===== config.mk =====
export PLATFORM = sky130hd
export DESIGN_NAME = seq_detect_sched_flat
export DESIGN_NICKNAME = d
export VERILOG_FILES = /design/src/rtl/seq_detect_sched_pkg.sv /design/src/rtl/seq_detect_sched_if.sv /design/src/rtl/seq_match_core.sv /design/src/rtl/seq_detect_sched.sv /design/src/flat_wrapper.sv
export SDC_FILE = /design/constraint.sdc
export NUM_CORES = 1
export LEC_CHECK = 0
export ABC_CLOCK_PERIOD_IN_PS = 6400
export CAP_MARGIN = 15
export CORE_MARGIN = 2
export CORE_UTILIZATION = 52
export CTS_CLUSTER_DIAMETER = 120
export DETAILED_ROUTE_END_ITERATION = 8
export PLACE_DENSITY = 0.8
export SLEW_MARGIN = 15
export SYNTH_ARGS = -nofsm -noshare
export SYNTH_HDL_FRONTEND = slang
export SYNTH_SLANG_ARGS = --single-unit

===== constraint.sdc =====
create_clock -name clk -period 6.4 [get_ports clk]
set_input_delay 1.28 -clock clk [delete_from_list [all_inputs] [get_ports clk]]
set_output_delay 1.28 -clock clk [all_outputs]
set_load 0.05 [all_outputs]

===== src/rtl/seq_detect_sched_pkg.sv =====
// Shared types and constants for the two-requester pattern detector scheduler.
package seq_detect_sched_pkg;

    localparam int W     = 8;                 // bits per frame
    localparam int PW    = 8;                 // maximum pattern length
    localparam int LEN_W = $clog2(PW + 1);
    localparam int POS_W = $clog2(W);
    localparam int CNT_W = 16;
    localparam logic [CNT_W-1:0] CNT_MAX = 16'hFFFF;

    typedef enum logic {
        IDLE  = 1'b0,
        SHIFT = 1'b1
    } state_e;

    // Detector configuration, latched at grant and held for the whole frame.
    typedef struct packed {
        logic [PW-1:0]    pattern;
        logic [LEN_W-1:0] len;
        logic             overlap;
    } cfg_t;

    // A length of zero or beyond the history depth cannot be matched.
    function automatic logic len_bad(input logic [LEN_W-1:0] len);
        return (len == '0) || (int'(len) > PW);
    endfunction

endpackage


===== src/rtl/seq_detect_sched_if.sv =====
// Requester handshake and match report bundle.
interface seq_detect_sched_if;
    import seq_detect_sched_pkg::*;

    logic             req0_valid;
    logic [W-1:0]     req0_data;
    logic             req0_ready;
    logic             req1_valid;
    logic [W-1:0]     req1_data;
    logic             req1_ready;
    logic             busy;
    logic             match_pulse;
    logic             match_ch;
    logic [POS_W-1:0] match_pos;

    // Requester / status side.
    modport master (
        output req0_valid, req0_data, req1_valid, req1_data,
        input  req0_ready, req1_ready, busy, match_pulse, match_ch, match_pos
    );

    // Scheduler side.
    modport slave (
        input  req0_valid, req0_data, req1_valid, req1_data,
        output req0_ready, req1_ready, busy, match_pulse, match_ch, match_pos
    );

endinterface


===== src/rtl/seq_match_core.sv =====
// Serial Mealy-style detector: history shift register plus a saturating bit
// count, so a match needs at least len bits seen since the last reset point.
module seq_match_core
    import seq_detect_sched_pkg::*;
(
    input  logic clk,
    input  logic rst_n,
    input  logic clr,
    input  logic bit_vld,
    input  logic bit_in,
    input  cfg_t cfg,
    output logic hit
);

    logic [PW-1:0]    hist_q, hist_d, mask;
    logic [LEN_W-1:0] nb_q, nb_d, nb_inc;

    // Evaluate the incoming bit against the post-shift history.
    always_comb begin
        hist_d = {hist_q[PW-2:0], bit_in};
        nb_inc = (nb_q == LEN_W'(PW)) ? nb_q : nb_q + LEN_W'(1);
        mask   = ~({PW{1'b1}} << cfg.len);
        hit    = bit_vld && (nb_inc >= cfg.len) &&
                 ((hist_d & mask) == (cfg.pattern & mask));
        // Non-overlap restarts the count so the next match uses fresh bits only.
        nb_d   = (hit && !cfg.overlap) ? '0 : nb_inc;
    end

    // History state; cleared at each grant so matches never span words.
    always_ff @(posedge clk or negedge rst_n) begin
        if (!rst_n) begin
            hist_q <= '0;
            nb_q   <= '0;
        end else if (clr) begin
            hist_q <= '0;
            nb_q   <= '0;
        end else if (bit_vld) begin
            hist_q <= hist_d;
            nb_q   <= nb_d;
        end
    end

endmodule


===== src/rtl/seq_detect_sched.sv =====
// Round-robin scheduler that serializes granted words MSB-first through one
// shared detector and keeps per-channel saturating match counters.
module seq_detect_sched
    import seq_detect_sched_pkg::*;
(
    input  logic              clk,
    input  logic              rst_n,
    input  logic              cfg_en,
    input  logic [PW-1:0]     cfg_pattern,
    input  logic [LEN_W-1:0]  cfg_len,
    input  logic              cfg_overlap,
    output logic              cfg_err,
    input  logic              cnt_clr,
    output logic [CNT_W-1:0]  match_cnt0,
    output logic [CNT_W-1:0]  match_cnt1,
    seq_detect_sched_if.slave req
);

    state_e           state_q;
    logic [W-1:0]     data_q;
    logic [POS_W-1:0] pos_q;
    logic             ch_q;
    logic             last_q;     // channel granted last; resets to 1 so ch0 wins first
    cfg_t             cfg_q;

    logic             grant_ok, gnt0, gnt1, grant, hit;
    logic             pulse_q, mch_q;
    logic [POS_W-1:0] mpos_q;
    logic [CNT_W-1:0] cnt0_q, cnt0_d, cnt1_q, cnt1_d;

    assign cfg_err = len_bad(cfg_len);

    // Grant only from IDLE; with both valid, the channel not served last wins.
    always_comb begin
        grant_ok = rst_n && (state_q == IDLE) && cfg_en && !cfg_err;
        gnt0     = grant_ok && req.req0_valid && (!req.req1_valid || last_q);
        gnt1     = grant_ok && req.req1_valid && (!req.req0_valid || !last_q);
        grant    = gnt0 || gnt1;
    end

    assign req.req0_ready = gnt0;
    assign req.req1_ready = gnt1;
    assign req.busy       = (state_q == SHIFT);

    // Frame FSM: latch word and config at grant, then shift out W bits.
    always_ff @(posedge clk or negedge rst_n) begin
        if (!rst_n) begin
            state_q <= IDLE;
            data_q  <= '0;
            pos_q   <= '0;
            ch_q    <= 1'b0;
            last_q  <= 1'b1;
            cfg_q   <= '0;
        end else begin
            case (state_q)
                IDLE: begin
                    if (grant) begin
                        state_q <= SHIFT;
                        data_q  <= gnt1 ? req.req1_data : req.req0_data;
                        ch_q    <= gnt1;
                        last_q  <= gnt1;
                        cfg_q   <= '{pattern: cfg_pattern, len: cfg_len, overlap: cfg_overlap};
                        pos_q   <= '0;
                    end
                end
                SHIFT: begin
                    data_q <= {data_q[W-2:0], 1'b0};
                    pos_q  <= pos_q + POS_W'(1);
                    if (pos_q == POS_W'(W - 1))
                        state_q <= IDLE;
                end
                default: state_q <= IDLE;
            endcase
        end
    end

    seq_match_core u_core (
        .clk     (clk),
        .rst_n   (rst_n),
        .clr     (grant),
        .bit_vld (state_q == SHIFT),
        .bit_in  (data_q[W-1]),
        .cfg     (cfg_q),
        .hit     (hit)
    );

    // Register the match report one cycle after the bit that completed it.
    always_ff @(posedge clk or negedge rst_n) begin
        if (!rst_n) begin
            pulse_q <= 1'b0;
            mch_q   <= 1'b0;
            mpos_q  <= '0;
        end else begin
            pulse_q <= hit;
            if (hit) begin
                mch_q  <= ch_q;
                mpos_q <= pos_q;
            end
        end
    end

    assign req.match_pulse = pulse_q;
    assign req.match_ch    = mch_q;
    assign req.match_pos   = mpos_q;

    // Counter next state; clear dominates a coincident increment.
    always_comb begin
        cnt0_d = cnt0_q;
        cnt1_d = cnt1_q;
        if (cnt_clr) begin
            cnt0_d = '0;
            cnt1_d = '0;
        end else if (hit) begin
            if (!ch_q && cnt0_q != CNT_MAX) cnt0_d = cnt0_q + CNT_W'(1);
            if ( ch_q && cnt1_q != CNT_MAX) cnt1_d = cnt1_q + CNT_W'(1);
        end
    end

    // Per-channel match counters.
    always_ff @(posedge clk or negedge rst_n) begin
        if (!rst_n) begin
            cnt0_q <= '0;
            cnt1_q <= '0;
        end else begin
            cnt0_q <= cnt0_d;
            cnt1_q <= cnt1_d;
        end
    end

    assign match_cnt0 = cnt0_q;
    assign match_cnt1 = cnt1_q;

endmodule


===== src/flat_wrapper.sv =====
// flat-port wrapper written by rule: the top's interface ports become plain ports
module seq_detect_sched_flat import seq_detect_sched_pkg::*;
  (clk, rst_n, cfg_en, cfg_pattern, cfg_len, cfg_overlap, cfg_err, cnt_clr, match_cnt0, match_cnt1, req_req0_valid, req_req0_data, req_req1_valid, req_req1_data, req_req0_ready, req_req1_ready, req_busy, req_match_pulse, req_match_ch, req_match_pos);
  seq_detect_sched_if req_i ();
  input  logic clk;
  input  logic rst_n;
  input  logic cfg_en;
  input  logic [PW-1:0] cfg_pattern;
  input  logic [LEN_W-1:0] cfg_len;
  input  logic cfg_overlap;
  output logic cfg_err;
  input  logic cnt_clr;
  output logic [CNT_W-1:0] match_cnt0;
  output logic [CNT_W-1:0] match_cnt1;
  input wire logic [$bits(req_i.req0_valid)-1:0] req_req0_valid;
  input wire logic [$bits(req_i.req0_data)-1:0] req_req0_data;
  input wire logic [$bits(req_i.req1_valid)-1:0] req_req1_valid;
  input wire logic [$bits(req_i.req1_data)-1:0] req_req1_data;
  output wire logic [$bits(req_i.req0_ready)-1:0] req_req0_ready;
  output wire logic [$bits(req_i.req1_ready)-1:0] req_req1_ready;
  output wire logic [$bits(req_i.busy)-1:0] req_busy;
  output wire logic [$bits(req_i.match_pulse)-1:0] req_match_pulse;
  output wire logic [$bits(req_i.match_ch)-1:0] req_match_ch;
  output wire logic [$bits(req_i.match_pos)-1:0] req_match_pos;
  assign req_i.req0_valid = req_req0_valid;
  assign req_i.req0_data = req_req0_data;
  assign req_i.req1_valid = req_req1_valid;
  assign req_i.req1_data = req_req1_data;
  assign req_req0_ready = req_i.req0_ready;
  assign req_req1_ready = req_i.req1_ready;
  assign req_busy = req_i.busy;
  assign req_match_pulse = req_i.match_pulse;
  assign req_match_ch = req_i.match_ch;
  assign req_match_pos = req_i.match_pos;
  seq_detect_sched u_core (.clk(clk), .rst_n(rst_n), .cfg_en(cfg_en), .cfg_pattern(cfg_pattern), .cfg_len(cfg_len), .cfg_overlap(cfg_overlap), .cfg_err(cfg_err), .cnt_clr(cnt_clr), .match_cnt0(match_cnt0), .match_cnt1(match_cnt1), .req(req_i));
endmodule

Word-level counts from Yosys, hierarchy flattened

Cells that the tools add are included.

$add $sub $neg: 4
Order comparisons: 2
Eq/ne operators: 6
Shift operators: 1
Multiplexer cells: 20
Bitwise logic cells: 4
Reduce and logical (&&, ||, !) cells: 30

Operators with widths:

| cell                  | number |
|---|---|
| $mux 16               | 6 |
| $add 16x1->16 const B | 2 |
| $ne 16x16->1 const B  | 2 |
| $and 8x8->8           | 2 |
| $mux 4                | 4 |
| $mux 8                | 2 |
| $pmux 8 s2            | 1 |
| $mux 7                | 2 |
| $logic_and 1x1->1     | 12 |
| $eq 8x8->1            | 1 |
| $not 8->8             | 1 |
| $reduce_bool 2->1     | 4 |
| $shl 8x4->8 const A   | 1 |
| $logic_not 1->1       | 6 |
| $pmux 3 s2            | 1 |
| $reduce_and 2->1      | 3 |
| $add 4x1->4 const B   | 1 |
| $eq 4x4->1 const B    | 1 |
| $ge 4x4->1            | 1 |
| $gt 4x4->1 const B    | 1 |
| $logic_not 4->1       | 1 |
| $logic_or 1x1->1      | 4 |
| $add 3x1->3 const B   | 1 |
| $eq 3x3->1 const B    | 1 |
| 5 further kinds       | 6 |

Bits in registers: 75
Bits of input ports: 35
Output and inout bits: 41
Logic and storage cells: 82

Depth between registers and ports, before layout

Gate-level depths: netlist of run 1.

Depth in word-level cells: 9
Depth in mapped cells: 15
Depth with buffers taken out: 12

Modules after synthesis

From an unflattened synthesis of run 1, not the netlist that was laid out.

Cell total of the unflattened synthesis: 403
Area, all modules: 4040.1 um2

By module, submodules not included:

| module           | times used | cells an instance | area each (um2) |
|---|---|---|---|
| seq_detect_sched | 1          | 318               | 3248.1 |
| seq_match_core   | 1          | 85                | 792.0 |

Least setup slack after synthesis of run 1

No wires, ideal clock.

Path kind: in2out
Start point: input port cfg_len[2]
End point: output port req_req1_ready
Arrival: 3.374 ns
Required time: 5.120 ns
Path slack: 1.746 ns
Stages on the path: 6
Buffers on the path: 1
Cells stage by stage: nor3_1 > xor2_1 > nor3_1 > nand3_1 > buf_1 > inv_1

Word-level cells in the longest chain between the ends: 6

RTL lines:

| element                                       | RTL line                   | source |
|---|---|---|
| start: declaration                            | flat_wrapper.sv:9          | `input logic [LEN_W-1:0] cfg_len;` |
| $gt 4x4->1 or $logic_not 4->1 (tied branches) | seq_detect_sched_pkg.sv:25 | `return (len == '0) \|\| (int'(len) > PW);` |
| $logic_or 1x1->1 *                            | seq_detect_sched_pkg.sv:25 |  |
| net cfg_err                                   | flat_wrapper.sv:11         | `output logic cfg_err;` |
| $logic_not 1->1 *                             | seq_detect_sched.sv:35     | `grant_ok = rst_n && (state_q == IDLE) && cfg_en && !cfg_err;` |
| $logic_and 1x1->1 *                           | seq_detect_sched.sv:35     |  |
| $logic_and 1x1->1 * (2 in series)             | seq_detect_sched.sv:37     | `gnt1 = grant_ok && req.req1_valid && (!req.req0_valid \|\| !last_q);` |
| end: declaration                              | flat_wrapper.sv:20         | `output wire logic [$bits(req_i.req1_ready)-1:0] req_req1_ready;` |

The timed path passes the listed nets; every way through them passes the cells marked *.

Final worst setup path of run 1

Start point: input port cfg_len[2]
End point: output port req_req1_ready

Word-level cells in the longest chain between the ends: 6

RTL lines:

| element                                       | RTL line |
|---|---|
| $gt 4x4->1 or $logic_not 4->1 (tied branches) | seq_detect_sched_pkg.sv:25 |
| $logic_or 1x1->1 *                            | seq_detect_sched_pkg.sv:25 |
| $logic_not 1->1 *                             | seq_detect_sched.sv:35 |
| $logic_and 1x1->1 *                           | seq_detect_sched.sv:35 |
| $logic_and 1x1->1 * (2 in series)             | seq_detect_sched.sv:37 |

Mark *: on every way between the ends. The rest lies on a longest branch, timed or not.

==> metrics.txt, run 1 <==
Final min period 5001 ps; fmax around 0.20 GHz; Clk pwr share 28.0%; Root Driver clkbuf_8; pwr dens between 300 and 400 nW/µm²; number of flops mapped to enable cells by yosys 0; mean post-synth cell area roughly 9.7 µm²; vias in the first global route between 3000 and 4000; worst path required time roughly 5000 ps; clk_skew a little over 7 ps; dpl cells 565; final WL 8883 µm; Sw Ratio roughly a third; Fin. Hold Viols 0; post-route clock period utilization 78.14%; DRT antenna net count 0; Slew Limit Fails 0; Post-Syn Instances between 400 and 500; Net Sw Power about 0.62 mW; first-pass GRT wire length about 15000 µm; Clock Latency Late Sink about 360 ps; fin cells roughly 580; peak supply drop between 200 and 300 µV; DIE AREA 8355 µm²; # H-tree levels 3; yosys warns 0; IO Count 76; Final setup viols 0; Yosys cell types 48; crit path max fanout 11; PortBufs 75; Via density around 5.8; drt wl/cell about 15 µm; max_cap viols 0; Main synth FF type dfrtp_1; clock tree sinks 75; internal power between 1 and 1.5 mW; CTS clock-pin slew for the worst setup and hold paths 70 ps; Initial Util 54.19%; largest net degree at the start of global routing 73; Yosys reg bits 75; Final nets about 520; RSZ-0062 raised after global routing no; TritonCTS clock tree built; Worst-Margin Slew between 1000 and 1500 ps; Die Ht approximately 90 µm; Clock Tree Buf Depth 2; 1st-iter DRT viols 121; Worst setup SP type input pin; Residual DRC 0; final HPWL from detailed placement just under 6000 µm; Setup CP Type input pin to primary output; CTS Hold Bufs 0; Slew HR 24.14%; P_leak about 2.2 nW; layout cells sized above 1 between 9 and 10%; FFs w/ async S/R, synth 100.0%; Detailed Routing Iterations Pass 1 5; grt ovf 0; TritonCTS Buffers 9; Horiz. Die Dim a little over 90 µm; initial antenna violation count 0; GRT Total Usage 22.61%; Worst Setup End Kind primary output; post-cts resize count 0; vias between 3000 and 4000; Comb pwr share 32.3%; sequential element share of the synthesized area a little under half; CP arrival ~3700 ps; number of diodes 0; outcome complete, no violations; buffer count from post-CTS setup fixing 0; most frequent cells in the layout 74 x clkdlybuf4s50_1, 74 x dfrtp_1, 61 x nand2_1, 25 x nor2_1, 22 x mux2_2; Synthesized Nets approximately 460; cell area after synthesis 3973 µm²; sequential power share approximately 40%; Syn-to-layout area delta 27.24%; Hold/Removal Path Class flop to flop; # rows 31; Core ar. 7331 µm²; Setup TNS 0 ps; gpl congestion approximately 0.83
-- kinds of logic after synthesis --
family	after synthesis	share of synthesized area, %
adder cells (fa/ha/maj)	10	3.150
multiplexers	35	9.638
flip-flops	75	47.28
buffers and inverters	34	3.653
AND/OR/NAND/NOR	177	22.52
AO/OA/AOI/OAI	62	10.02
XOR/XNOR	17	3.748
-- critical path: stages --
cell	delay (ps)
clkdlybuf4s50_1	410
nor3_1	240
xor2_1	160
nor3_1	410
nand3_1	130
buf_4	210
inv_1	70
clkdlybuf4s50_1	800
-- sequential cells by signal, summed over array words and instances, names as in the netlist --
signal                  flops
u_core.cfg_q               13
u_core.ch_q                 1
u_core.data_q               8
u_core.last_q               1
u_core.match_cnt0          16
u_core.match_cnt1          16
u_core.pos_q                3
u_core.req.busy             1
u_core.req.match_ch         1
u_core.req.match_pos        3
u_core.req.match_pulse      1
u_core.u_core.hist_q        7
u_core.u_core.nb_q          4
-- power groups by stage --
stage / clock network (mW) / logic [mW] / registers (mW)
5_1_grt: 0.520 / 0.646 / 0.718
3_5_place_dp: 0 / 0.568 / 0.708
3_3_place_gp: 0 / 0.545 / 0.701
4_1_cts: 0.500 / 0.578 / 0.702
2_1_floorplan: 0 / 0.368 / 0.737
6_report: 0.497 / 0.574 / 0.704
-- synthesized netlist by cell type, drive strengths merged (10+ instances only) --
master | instances | area [µm²]
inv | 10 | 37.54
mux2 | 26 | 292.8
nand3 | 18 | 90.09
a21oi | 14 | 70.07
nand4 | 12 | 75.07
clkbuf | 19 | 72.56
nor2 | 25 | 93.84
nand2 | 61 | 229.0
dfrtp | 74 | 1852
xnor2 | 13 | 113.9
o21ai | 19 | 95.09
nor2b | 13 | 81.33
ha | 10 | 125.1
-- final cells by class --
class	count	area (µm²)
Fill cell	551	2276
Timing Repair Buffer	79	775.7
Tap cell	99	123.9
Multi-Input combinational cell	301	1961
Clock buffer	12	155.1
Clock inverter	4	120.1
Inverter	11	41.29
Sequential cell	75	1878
-- stage by stage --
stage | total power [mW] | worst slack [ps] | hold WS (ps) | util, % | instance area (µm²)
6_report | 1.775 | 1399 | 473.4 | 68.95 | 5055
5_1_grt | 1.884 | 1258 | 499.9 | 68.95 | 5055
4_1_cts | 1.779 | 1363 | 474.6 | 68.95 | 5055
3_5_place_dp | 1.276 | 1375 | 460.7 | 65.20 | 4780
3_3_place_gp | 1.247 | 1398 | 459.1 | 65.20 | 4780
2_1_floorplan | 1.105 | 1746 | 443.6 | - | 3973
-- path summary, 6_finish.rpt --
path	startpoint	to	slack, ps	depth (start not counted)
min in group asynchronous	rst_n	u_core.match_cnt1[10]$_DFFE_PN0P_	740	1
worst min register to register	u_core.last_q$_DFFE_PN1P_	u_core.last_q$_DFFE_PN1P_	470	2
max in group asynchronous	rst_n	u_core.pos_q[2]$_DFFE_PN0P_	4540	2
worst max register to register	u_core.u_core.nb_q[0]$_DFFE_PN0P_	u_core.match_cnt0[11]$_DFFE_PN0P_	2400	10
worst max-delay path	cfg_len[2]	req_req1_ready	1400	8
worst min-delay path	u_core.last_q$_DFFE_PN1P_	u_core.last_q$_DFFE_PN1P_	470	2
-- per-layer routing --
layer  global-route usage (%)  up-vias  part of all wire (%)  routed length, µm
li1                         -     1593                     -                  -
met1                    28.67     1647                    44               3928
met2                    36.89      100                    49               4351
met3                    4.066       16                   5.1                452
met4                    11.74        0                   1.7                150
met5                        0        -                     0                  0
(Power assumes the default switching activity.)
==> run 2: changes to the inputs <==
--- a/config.mk
+++ b/config.mk
@@ -5,13 +5,13 @@
 export SDC_FILE = /design/constraint.sdc
 export NUM_CORES = 1
 export LEC_CHECK = 0
-export ABC_CLOCK_PERIOD_IN_PS = 6400
+export ABC_CLOCK_PERIOD_IN_PS = 4000
 export CAP_MARGIN = 15
 export CORE_MARGIN = 2
-export CORE_UTILIZATION = 52
+export CORE_UTILIZATION = 47
 export CTS_CLUSTER_DIAMETER = 120
 export DETAILED_ROUTE_END_ITERATION = 8
-export PLACE_DENSITY = 0.8
+export PLACE_DENSITY = 0.76
 export SLEW_MARGIN = 15
 export SYNTH_ARGS = -nofsm -noshare
 export SYNTH_HDL_FRONTEND = slang
==> constraint.sdc (replaced) <==
create_clock -name clk -period 4 [get_ports clk]
set_input_delay 0.8 -clock clk [delete_from_list [all_inputs] [get_ports clk]]
set_output_delay 0.8 -clock clk [all_outputs]
set_load 0.05 [all_outputs]
==> run 2 against run 1 <==
Against the previous run:
- worst hold slack lost 12 ps
- highest routed layer unchanged
- via count increased by 0.36%
- global-route usage fell by 1.7 points
==> metrics.txt, run 2 (synthesis gave the netlist of run 1 again) <==
most frequent cells in the layout 74 x dfrtp_1, 72 x clkdlybuf4s50_1, 61 x nand2_1, 25 x nor2_1, 22 x mux2_2 (was 74 x clkdlybuf4s50_1, 74 x dfrtp_1, 61 x nand2_1, 25 x nor2_1, 22 x mux2_2); P_leak 2.134 nW (was 2.165 nW); worst reg-to-reg path cell count 11 (was 10); final WL 9023 µm (was 8883 µm); Worst-Margin Slew 982.5 ps (was 1134 ps); TritonCTS Buffers 9 (unchanged); DRT antenna net count 0 (unchanged); Syn-to-layout area delta 25.76% (was 27.24%); # rows 33 (was 31); dpl ws 423.2 ps (was 1375 ps); placed cell areas 4832 µm² (was 4780 µm²); pwr dens 507.1 nW/µm² (was 351.1 nW/µm²); Hold/Removal Path Class flop to flop (unchanged); CP arrival 3880 ps (was 3720 ps); PortBufs 75 (unchanged); Worst Setup End Kind flop (was primary output); PnR Total Power 2.534 mW (was 1.775 mW); final instance area 4996 µm² (was 5055 µm²); clk_skew 9.216 ps (was 7.170 ps); outcome complete, no violations (unchanged); Root Driver clkbuf_8 (unchanged); Detailed Routing Iterations Pass 1 4 (was 5); clock tree sinks 75 (unchanged); GRT Total Usage 20.93% (was 22.61%); Clock Tree Buf Depth 2 (unchanged); Fin. Hold Viols 0 (unchanged); # H-tree levels 3 (unchanged); most common cell after layout, fill and taps aside dfrtp_1; Clock Latency Late Sink 340 ps (was 360 ps); RSZ-0062 raised after global routing no (unchanged); reg2reg setup slack 390 ps (was 2400 ps); final worst slack 386.3 ps (was 1399 ps); Via density 5.718 (was 5.776); peak supply drop 334.8 µV (was 277.7 µV); Residual DRC 0 (unchanged); Horiz. Die Dim 95.94 µm (was 91.41 µm); crit path max fanout 16 (was 11); FF-to-FF Start u_core.u_core.nb_q[0]$_DFFE_PN0P_ (unchanged); Initial Util 48.35% (was 54.19%); largest net degree at the start of global routing 76 (was 73); 1st-iter DRT viols 186 (was 121); post-route clock period utilization around nine tenths; Setup TNS 0 ps (unchanged); Final min period between 3000 and 4000 ps; buffer count from post-CTS setup fixing 0 (unchanged); dpl cells 574 (was 565); Slew HR 33.90% (was 24.14%); number of diodes 0 (unchanged); vias in the first global route 3252 (was 3369); Core ar. 8217 µm² (was 7331 µm²); first-pass GRT wire length 15030 µm (was 15320 µm); post-cts resize count 0 (unchanged); Setup CP Type flop to flop (was input pin to primary output); IO Count 76 (unchanged); initial antenna violation count 0 (unchanged); Final nets 526 (was 522); Worst setup SP type flop (was input pin); gpl congestion 0.8604 (was 0.8327); drt wl/cell 15.32 µm (was 15.29 µm); CP Capture Point u_core.match_cnt0[6]$_DFFE_PN0P_ (was req_req1_ready); worst path required time 4270 ps (was 5120 ps); fin cells 589 (was 581); Final setup viols 0 (unchanged); max_cap viols 0 (unchanged); TritonCTS clock tree built (unchanged); Critical path origin u_core.u_core.nb_q[0]$_DFFE_PN0P_ (was cfg_len[2]); CTS Hold Bufs 0 (unchanged); grt ovf 0 (unchanged); r2r endpoint u_core.match_cnt0[6]$_DFFE_PN0P_ (was u_core.match_cnt0[11]$_DFFE_PN0P_); Slew Limit Fails 0 (unchanged); layout cells sized above 1 10.33% (was 9.751%); CTS clock-pin slew for the worst setup and hold paths 80 ps (was 70 ps); fmax 0.2767 GHz; final HPWL from detailed placement 6366 µm (was 5912 µm); Die Ht 95.94 µm (was 91.41 µm); vias 3368 (was 3356); DIE AREA 9204 µm² (was 8355 µm²)
==> run 2: cell count changes in the layout (fill, tap and decap cells not counted), sizes merged <==
cell | before | now
bufinv | 4 | 0
clkinvlp | 0 | 1
clkinv | 1 | 3
buf | 5 | 11
clkbuf | 12 | 11
clkdlybuf4s50 | 74 | 72
==> run 2: cell type report <==
cell class | instances | area (µm²)
Sequential cell | 75 | 1878
Clock buffer | 11 | 131.4
Inverter | 11 | 41.29
Multi-Input combinational cell | 301 | 1961
Timing Repair Buffer | 83 | 835.8
Fill cell | 702 | 3221
Clock inverter | 3 | 17.52
Tap cell | 105 | 131.4
==> run 2: per-stage QoR <==
stage | utilization [%] | hold slack, ps
2_1_floorplan | - | 443.6
3_3_place_gp | 58.81 | 453.6
3_5_place_dp | 58.81 | 452.3
4_1_cts | 60.62 | 463.9
5_1_grt | 60.80 | 476.2
6_report | 60.80 | 461.8
==> run 2: where the power goes <==
group          switching, mW  total [mW]  internal (mW)
sequential             0.174        1.12          0.947
clock                  0.265       0.482          0.217
combinational          0.527       0.931          0.404
total                  0.966        2.53           1.57
==> run 2: how the worst min path moves through the flow <==
stage	from	slack (ps)	endpoint	cells past startpoint
2_1_floorplan	u_core.last_q$_DFFE_PN1P_	440	u_core.last_q$_DFFE_PN1P_	2
3_3_place_gp	u_core.last_q$_DFFE_PN1P_	450	u_core.last_q$_DFFE_PN1P_	2
3_5_place_dp	u_core.last_q$_DFFE_PN1P_	450	u_core.last_q$_DFFE_PN1P_	2
4_1_cts	u_core.last_q$_DFFE_PN1P_	460	u_core.last_q$_DFFE_PN1P_	2
5_1_grt	u_core.last_q$_DFFE_PN1P_	480	u_core.last_q$_DFFE_PN1P_	2
6_report	u_core.last_q$_DFFE_PN1P_	460	u_core.last_q$_DFFE_PN1P_	2
==> run 2: worst max-delay path, cell delays in order, from the launching register on <==
cell and delay [ps]:
dfrtp_1 450, ha_1 240, xor2_1 130, and2_1 170
ha_1 270, o21ai_0 70, a222oi_1 340, or4b_1 480
or2_1 440, buf_4 270, or4_1 510, a21oi_1 170
==> run 2: routing by layer <==
metal | global-route usage [%] | part of all wire, % | wire, µm | vias to the layer above
met2 | 34.27 | 49 | 4464 | 107
met3 | 4.620 | 5.7 | 517 | 8
met5 | 0 | 0 | 0 | -
met4 | 6.190 | 0.89 | 80 | 0
li1 | - | - | - | 1601
met1 | 27.94 | 44 | 3961 | 1652
==> run 3: changes to the inputs <==
--- a/config.mk
+++ b/config.mk
@@ -10,7 +10,9 @@
 export CORE_MARGIN = 2
 export CORE_UTILIZATION = 47
 export CTS_CLUSTER_DIAMETER = 120
+export CTS_CLUSTER_SIZE = 28
 export DETAILED_ROUTE_END_ITERATION = 8
+export GPL_TIMING_DRIVEN = 0
 export PLACE_DENSITY = 0.76
 export SLEW_MARGIN = 15
 export SYNTH_ARGS = -nofsm -noshare
==> run 3 against run 2 <==
Against the previous run:
- global-route usage up 0.44 points
- critical path depth down 5
- first-iteration DRC count down 22%
- routed wire length up 0.94%
- clock power up 19%
- final cell count up 2.9%
- core utilization up 0.90 points
- non-clock buffer count up 15
- count of clock-buffer cells in the layout down 1
- critical endpoint is now req_req0_ready
- largest cell class unchanged
- highest routed layer unchanged
==> metrics.txt, run 3 (synthesis gave the netlist of run 1 again) <==
outcome complete, no violations (unchanged); most frequent cells in the layout 74 x dfrtp_1, 72 x clkdlybuf4s50_1, 61 x nand2_1, 25 x nor2_1, 22 x mux2_2 (unchanged); largest net degree at the start of global routing 59 (was 76); clock tree sinks 75 (unchanged); DIE AREA 9204 µm² (unchanged); final HPWL from detailed placement 6681 µm (was 6366 µm); dpl ws -190.8 ps (was 423.2 ps); max_cap viols 0 (unchanged); GRT Total Usage 21.37% (was 20.93%); Post-Route Utilization 61.70% (was 60.80%); Clock Latency Late Sink 360 ps (was 340 ps); Horiz. Die Dim 95.94 µm (unchanged); PortBufs 74 (was 75); gpl congestion 0.9137 (was 0.8604); post-route clock period utilization 93.43% (was 90.34%); Core ar. 8217 µm² (unchanged); met2 routed wirelength 4457 µm (was 4464 µm); Worst setup SP type input pin (was flop); CTS clock-pin slew for the worst setup and hold paths 90 ps (was 80 ps); Clock Tree Buf Depth 2 (unchanged); # H-tree levels 3 (unchanged); pwr dens 518.3 nW/µm² (was 507.1 nW/µm²); Final setup viols 0 (unchanged); clk_skew 13.55 ps (was 9.216 ps); Detailed Routing Iterations Pass 1 5 (was 4); Buf+Inv Stages, Crit Path 2 (was 1); Root Driver clkbuf_8 (unchanged); max incr delay on CP 800 ps (was 510 ps); routed wl met3 537 µm (was 517 µm); fmax 0.2676 GHz (was 0.2767 GHz); final worst slack 262.7 ps (was 386.3 ps); top routing layer in use met4 (unchanged); Final nets 541 (was 526); final WL 9108 µm (was 9023 µm); Worst Setup End Kind primary output (was flop); 1st-iter DRT viols 146 (was 186); Syn-to-layout area delta 27.62% (was 25.76%); Die Ht 95.94 µm (unchanged); Register Area 1878 µm² (unchanged); layout cells sized above 1 9.780% (was 10.33%); Final min period 3737 ps (was 3614 ps); Hold/Removal Path Class input pin to async pin (was flop to flop); drt wl/cell 15.03 µm (was 15.32 µm); Cell Chain, Critical Path clkdlybuf4s50_1, nor3_1, xor2_1, nor3_1, and3_1, clkdlybuf4s50_1 (was ha_1, xor2_1, and2_1, ha_1, o21ai_0, a222oi_1, or4b_1, or2_1, buf_4, or4_1, a21oi_1); Residual DRC 0 (unchanged); vias 3461 (was 3368); TritonCTS Buffers 9 (unchanged); TritonCTS clock tree built (unchanged); DRT antenna net count 0 (unchanged); worst path required time 3200 ps (was 4270 ps); number of diodes 0 (unchanged); Via density 5.711 (was 5.718); cell family with most CP delay buffers and inverters (was simple AND/OR/NAND/NOR gates); vias in the first global route 3278 (was 3252); P_leak 2.152 nW (was 2.134 nW); IO Count 76 (unchanged); layout filler cell count 707 (was 702); CP arrival 2940 ps (was 3880 ps); Setup CP Type input pin to primary output (was flop to flop); first-pass GRT wire length 15390 µm (was 15030 µm); crit path max fanout 3 (was 16); RSZ-0062 raised after global routing no (unchanged); most common cell after layout, fill and taps aside dfrtp_1 (unchanged); Initial Util 48.35% (unchanged); grt ovf 0 (unchanged); Worst-Margin Slew 734.0 ps (was 982.5 ps); initial antenna violation count 0 (unchanged); multi-input logic area 1956 µm² (was 1961 µm²); Slew Limit Fails 0 (unchanged); Slew HR 50.74% (was 33.90%); Fin. Hold Viols 0 (unchanged); Slowest-stage cell, CP clkdlybuf4s50_1 (was or4_1); peak supply drop 326.7 µV (was 334.8 µV); wl on met1 4013 µm (was 3961 µm); # rows 33 (unchanged)
run 3: cell count changes in the layout (fill, tap and decap cells not counted), sizes merged:
cell | before | now
buf | 11 | 6
dlygate4sd2 | 0 | 1
bufinv | 0 | 1
clkinvlp | 1 | 3
clkbuf | 11 | 29
run 3: cell type report:
type | instances | share of cell area (%)
buffer | 23 | 2.073
clock buffer | 10 | 2.517
clock inverter | 6 | 1.308
inverter | 11 | 0.8144
multi-input combinational | 301 | 38.57
sequential | 75 | 37.04
tap | 105 | 2.591
timing repair buffer | 75 | 15.08
run 3: worst register-to-register path: cells and delay by family (launching register included):
| family | cells | cell delay (ps) |
|---|---|---|
| AO/OA/AOI/OAI | 2 | 410 |
| XOR/XNOR | 1 | 130 |
| adder cells (fa/ha/maj) | 2 | 510 |
| buffers and inverters | 1 | 180 |
| flip-flops | 1 | 440 |
| multiplexers | 1 | 330 |
| AND/OR/NAND/NOR | 4 | 1550 |
run 3: routing by layer:
| layer | track usage, % | vias up |
|---|---|---|
| li1 | - | 1641 |
| met5 | 0 | - |
| met1 | 28.42 | 1675 |
| met4 | 7.024 | 0 |
| met3 | 4.307 | 11 |
| met2 | 35.08 | 134 |
run 3: per-stage QoR:
step | TNS (ps) | std cells | cell area (µm²) | power [mW] | hold WS (ps)
2_1_floorplan | 0 | 410 | 3973 | 1.768 | 443.6
3_3_place_gp | -85900 | 589 | 4845 | 2.033 | 458.6
3_5_place_dp | -190.8 | 590 | 4870 | 2.077 | 460.4
4_1_cts | 0 | 606 | 5064 | 2.648 | 316.2
5_1_grt | 0 | 606 | 5070 | 2.821 | 327.4
6_report | 0 | 606 | 5070 | 2.628 | 317.6
run 3: worst paths after layout:
check | start | slack [ps] | cells past startpoint | endpoint
worst max-delay path | cfg_len[2] | 260 | 6 | req_req0_ready
max in group asynchronous | rst_n | 3060 | 2 | u_core.last_q$_DFFE_PN1P_
min in group clk | u_core.last_q$_DFFE_PN1P_ | 470 | 2 | u_core.last_q$_DFFE_PN1P_
worst min-delay path | rst_n | 320 | 1 | u_core.cfg_q[1]$_DFFE_PN0P_
worst max register to register | u_core.u_core.nb_q[0]$_DFFE_PN0P_ | 330 | 11 | u_core.match_cnt1[6]$_DFFE_PN0P_
worst min register to register | u_core.last_q$_DFFE_PN1P_ | 470 | 2 | u_core.last_q$_DFFE_PN1P_
run 3: power by group:
group          switching, mW  internal [mW]  total [mW]
clock                  0.284          0.288       0.572
combinational          0.536          0.406       0.942
sequential             0.167          0.947        1.11
run 3: timing repair:
action,in CTS,in global routing
resized for setup,2,0
hold buffers,0,0
setup buffers,0,0
setup endpoints to repair,1,0
